[config.mk]
export PLATFORM = sky130hd
export DESIGN_NAME = shift_sweep_accumulator
export DESIGN_NICKNAME = d
export VERILOG_FILES = /design/src/rtl/shift_sweep_accumulator.sv
export SDC_FILE = /design/constraint.sdc
export NUM_CORES = 1
export LEC_CHECK = 0
export CORE_MARGIN = 2
export CORE_UTILIZATION = 40
export CTS_BUF_LIST = sky130_fd_sc_hd__clkbuf_16
export DETAILED_ROUTE_END_ITERATION = 8
export PLACE_DENSITY = 0.63
export REMOVE_ABC_BUFFERS = 1
export SYNTH_ARGS = -nofsm -noshare
export SYNTH_HDL_FRONTEND = slang
export SYNTH_SLANG_ARGS = --single-unit
[constraint.sdc]
create_clock -name clk -period 3.7 [get_ports clk]
set_clock_uncertainty 0.05 [all_clocks]
set_input_delay 0.74 -clock clk [delete_from_list [all_inputs] [get_ports clk]]
set_output_delay 0.74 -clock clk [all_outputs]
set_load 0.05 [all_outputs]
[src/rtl/shift_sweep_accumulator.sv]
// Sweeps a captured pattern through every shifter position and sums the shifted results (macro SWEEP_MAX_TRACK_EN adds max tracking).
// Result valid STEPS*(SETTLE+1) edges after start; held indefinitely under sum_ready back-pressure, new starts dropped while busy.
module shift_sweep_accumulator #(
  parameter int PAT_W  = 5,
  parameter int DATA_W = 8,
  parameter int STEPS  = 4,
  parameter int SETTLE = 1,
  parameter int SUM_W  = 10,
  localparam int POS_W = (STEPS > 1) ? $clog2(STEPS) : 1
) (
  input  logic              clk,
  input  logic              rst_n,
  input  logic              start,
  input  logic [PAT_W-1:0]  pattern_in,
  output logic              busy,
  output logic [PAT_W-1:0]  num_of_ones,
  output logic [POS_W-1:0]  shift_by_n_pos,
  input  logic [DATA_W-1:0] shifted_data,
  output logic [SUM_W-1:0]  sum_out,
  output logic              sum_valid,
  input  logic              sum_ready
`ifdef SWEEP_MAX_TRACK_EN
  ,
  output logic [DATA_W-1:0] max_data,
  output logic [POS_W-1:0]  max_pos
`endif
);

  localparam int CNT_W = (SETTLE > 1) ? $clog2(SETTLE) : 1;
  localparam logic [POS_W-1:0] LAST_POS = POS_W'(STEPS - 1);
  localparam logic [CNT_W-1:0] LAST_CNT = CNT_W'((SETTLE > 0) ? SETTLE - 1 : 0);

  typedef enum logic [1:0] {IDLE, DRIVE, SAMPLE, DONE} state_t;

  // With no settle time the shifter is sampled in the very cycle its inputs change.
  localparam state_t NEXT_POS_STATE = (SETTLE > 0) ? DRIVE : SAMPLE;

  state_t            state;
  logic [SUM_W-1:0]  acc;
  logic [CNT_W-1:0]  settle_cnt;
  logic [SUM_W-1:0]  acc_next;

  assign acc_next = acc + SUM_W'(shifted_data);

  always_ff @(posedge clk) begin
    if (!rst_n) begin
      state          <= IDLE;
      acc            <= '0;
      settle_cnt     <= '0;
      busy           <= 1'b0;
      num_of_ones    <= '0;
      shift_by_n_pos <= '0;
      sum_out        <= '0;
      sum_valid      <= 1'b0;
`ifdef SWEEP_MAX_TRACK_EN
      max_data       <= '0;
      max_pos        <= '0;
`endif
    end else begin
      case (state)
        IDLE: begin
          if (start) begin
            num_of_ones    <= pattern_in;
            acc            <= '0;
            shift_by_n_pos <= '0;
            settle_cnt     <= '0;
            busy           <= 1'b1;
            state          <= NEXT_POS_STATE;
`ifdef SWEEP_MAX_TRACK_EN
            max_data       <= '0;
            max_pos        <= '0;
`endif
          end
        end
        DRIVE: begin
          if (settle_cnt == LAST_CNT) begin
            settle_cnt <= '0;
            state      <= SAMPLE;
          end else begin
            settle_cnt <= settle_cnt + CNT_W'(1);
          end
        end
        SAMPLE: begin
          acc <= acc_next;
`ifdef SWEEP_MAX_TRACK_EN
          // Strict compare so ties keep the lowest position.
          if (shift_by_n_pos == '0 || shifted_data > max_data) begin
            max_data <= shifted_data;
            max_pos  <= shift_by_n_pos;
          end
`endif
          if (shift_by_n_pos == LAST_POS) begin
            sum_out   <= acc_next;
            sum_valid <= 1'b1;
            state     <= DONE;
          end else begin
            shift_by_n_pos <= shift_by_n_pos + POS_W'(1);
            state          <= NEXT_POS_STATE;
          end
        end
        DONE: begin
          if (sum_ready) begin
            sum_valid      <= 1'b0;
            sum_out        <= '0;
            busy           <= 1'b0;
            shift_by_n_pos <= '0;
            state          <= IDLE;
          end
        end
        default: state <= IDLE;
      endcase
    end
  end

endmodule
==> parameters.txt <==
Parameter                              Value

Clock tree
  Clock-pin transition on the worst setup and hold timing paths    0.05 ns
  Sinks on Clock Net    31
  Number of instances resized during post-cts repair    0
  Clk Latency, worst-skew pair    0.28 ns
  Clock Root Buffer    sky130_fd_sc_hd__clkbuf_16
  TritonCTS Buffers    5
  Hold buffers post-CTS    0
  Maximum count of clock buffers along a single path    2
  Clock tree from TritonCTS    done
  Number of buffers added for setup after CTS    0
  H-tree depth    2

Pwr
  Cell-internal power    0.709 mW
  Part of the total power dissipated in combinational logic    12.5%
  Overall power after layout    0.919 mW
  Power per unit of standard cell area    444 nW/µm²
  Part of the total power dissipated in the clock network    49.2%
  Switching part of the total    22.8%
  IR drop worst, VDD    255 µV
  Leakage power total    0.812 nW
  Share of power burned in registers    38.3%
  Power dissipated by switching net loads    0.210 mW

Die
  Die span in x    65.9 µm
  Number of rows in the core area    22
  Die boundary height    65.9 µm
  Placeable core area    3660 µm²
  Number of top-level pins    36
  Initial Utilization    41.9%
  DIE AREA    4350 µm²

Layout
  Layout overhead on the synthesized area    35.0%
  Final antenna diode count    0
  Combined flip-flop and latch cell area    621 µm²
  Count of filler cells inserted in the layout    343
  Most used cells in the layout excluding fill and tap cells    35 x sky130_fd_sc_hd__clkdlybuf4s50_1, 31 x sky130_fd_sc_hd__dfxtp_1, 20 x sky130_fd_sc_hd__nor2b_1
  Total area of multi-input combinational cells    857 µm²
  Number of nets in the layout    218
  Most frequent standard cell in the layout excluding fill and tap cells    sky130_fd_sc_hd__clkdlybuf4s50_1
  Fraction of final layout cells with drive strength greater than 1    6.25%
  Final core area utilization    56.6%

Run
  Number of violations of the max-capacitance limit    0

Setup path
  Startpoint-to-endpoint class of the critical path    in -> reg
  CP Capture Type    register
  Reg2reg setup slack    1.43 ns
  Largest fanout on the critical path    3
  Destination of the worst register-to-register timing path    acc[8]
  Startpoint of the worst-slack reg-to-reg timing path    acc[0]
  Crit path max-delay family    compound AO/OA/AOI/OAI gates
  CP Buf/Inv Count    2
  Critical path's slowest cell    sky130_fd_sc_hd__clkdlybuf4s50_1
  Levels on crit path    9
  Startpoint type of the worst setup path    primary input
  Longest individual stage delay on the worst path    0.46 ns
  Depth of the worst register-to-register path    8
  Arrival time at the worst endpoint    2.97 ns
  Crit path cell chain    clkdlybuf4s50_1 -> ha_1 -> inv_1 -> fa_1 -> nand2b_1 -> a21oi_1 -> a41oi_2 -> a21o_2 -> mux2_2
  Req. time, crit path    3.82 ns

GRT
  Overall Global Routing Usage    17.8%
  Global-route wire length before repair    5690 µm
  Initial antenna violation count    0
  Via count of the first global-routing pass    1268
  Aggregate global routing overflow    0
  Largest net degree at the start of global routing    24

Drt
  Post-detailed-route wirelength per cell    13.8 µm
  Number of routed nets with antenna violations    0
  Total wirelength of the detailed-routed design    3320 µm
  Via count    1264
  First-pass DRT Iterations    4
  Initial detailed-routing violation count    55
  Detail-routed via count per cell    5.27
  Post-detailed-route DRC marker count    0

Hold path
  Hold Path End    acc[9]
  Depth of the worst hold-timing path    1
  Hold WC Path Type    reg -> reg
  Worst Min Path Start    acc[9]

Timing
  Max Slew Vio Count    0
  Min cycle time layout    2.86 ns
  Share of the cycle needed by the critical path after routing    77.3%
  Peak clock frequency supported by timing    0.350 GHz
  RSZ-0062 raised after global routing    false
  Slew of the pin with the lowest slew margin    0.651 ns
  Rel. slew slack    56.5%
  Final hold slack    0.425 ns
  Number of failing hold endpoints at the final stage    0
  Sum Neg Setup Slack    0 ns
  Final setup violation count    0

Place
  HPWL after detailed placement    2480 µm
  Final Wtd Congestion    0.802
  Count of buffers inserted at the top-level ports    35

Logic synthesis
  Distinct cell type count after synthesis    34
  Area of the mapped netlist    1530 µm²
  Count of state elements after synthesis    31
  Portion of synthesized cell area occupied by the leading cell type    40.5%
  Count of yosys warnings during synthesis    0
  Post-synthesis cell type with the largest combined area    sky130_fd_sc_hd__dfxtp_1
  Post-synthesis area per instance    9.71 µm²
  Share of synthesized area occupied by flip-flops and latches    40.5%
  Post-synthesis instance total    158
  Top cells by area, synth    sky130_fd_sc_hd__dfxtp_1 40%, sky130_fd_sc_hd__nor2b_1 8.2%, sky130_fd_sc_hd__ha_1 7.3%

Status
  Result of the run    finished, final reports clean
==> Yosys cell counts (all sizes together) <==
| master | number |
|---|---|
| dfxtp | 31 |
| nor2b | 21 |
| a21oi | 10 |
| a22o | 10 |
| a22oi | 9 |
| ha | 9 |
| and2 | 7 |
| mux2i | 6 |
| xnor2 | 6 |
| a21o | 5 |
| clkbuf | 5 |
| inv | 5 |
| nand2 | 5 |
| o21ai | 5 |
| buf | 4 |
| nor2 | 3 |
| a31oi | 2 |
| and3 | 2 |
| nand2b | 2 |
| xor2 | 2 |
| a211oi | 1 |
| a221o | 1 |
| a41oi | 1 |
| fa | 1 |
| mux2 | 1 |
| nor4b | 1 |
| nor4bb | 1 |
| o211ai | 1 |
| o21bai | 1 |
==> per-layer routing <==
layer  up-vias  global-route usage (%)  wire length [µm]
li1        630                       -                 -
met1       599                    20.3              1440
met2        28                    29.4              1670
met3         7                    6.30               145
met4         0                    8.59                73
met5         -                       0                 0
==> final cells by class <==
class	instances	area share, %
clock buffers	5	6.04
clock inverters	3	1.87
inverters	5	0.906
multi-input cells	113	41.4
flip-flops and latches	31	30.0
well taps	48	2.90
repair buffers	35	16.9
==> through the flow <==
stage          cell area [µm²]  cells  worst slack [ns]
2_1_floorplan             1500    149              1.18
3_3_place_gp              1910    232             0.631
3_5_place_dp              1910    232             0.566
4_1_cts                   2070    240             0.857
5_1_grt                   2070    240             0.753
6_report                  2070    240             0.842
==> how the worst max path moves through the flow <==
stage | startpoint | slack [ns] | endpoint
3_5_place_dp | shifted_data[0] | 0.57 | acc[8]
3_3_place_gp | shifted_data[0] | 0.63 | acc[8]
2_1_floorplan | shifted_data[0] | 1.18 | acc[8]
6_report | shifted_data[0] | 0.84 | acc[8]
5_1_grt | shifted_data[0] | 0.75 | acc[8]
4_1_cts | shifted_data[0] | 0.86 | acc[8]
==> worst register-to-register path, cell delays in order, from the launching register on <==
cell	delay (ns)
sky130_fd_sc_hd__dfxtp_1	0.33
sky130_fd_sc_hd__ha_1	0.20
sky130_fd_sc_hd__inv_1	0.07
sky130_fd_sc_hd__fa_1	0.39
sky130_fd_sc_hd__nand2b_1	0.16
sky130_fd_sc_hd__a21oi_1	0.29
sky130_fd_sc_hd__a41oi_2	0.20
sky130_fd_sc_hd__a21o_2	0.22
sky130_fd_sc_hd__mux2_2	0.25
==> cell families after synthesis <==
family | count (synthesis) | synth area share (%)
compound gates | 46 | 21.5
xor+xnor | 8 | 4.57
fa+ha+maj | 10 | 8.65
buf+inv | 14 | 3.67
flops | 31 | 40.5
mux | 7 | 4.65
simple gates | 42 | 16.5
==> sequential cells by signal, summed over array words and instances (netlist names) <==
signal          count
acc                10
sum_out            10
num_of_ones         5
shift_by_n_pos      2
state               2
busy                1
sum_valid           1
==> power groups by stage <==
| stage | Clock (mW) | Combinational (mW) | Sequential, mW |
|---|---|---|---|
| final | 0.452 | 0.115 | 0.352 |
| after global routing | 0.482 | 0.125 | 0.353 |
| after CTS | 0.467 | 0.116 | 0.352 |
| after detailed placement | 0 | 0.115 | 0.359 |
| after global placement | 0 | 0.111 | 0.358 |
| after floorplan | 0 | 0.0531 | 0.375 |
Note: power is estimated with default switching activity, not from simulation.
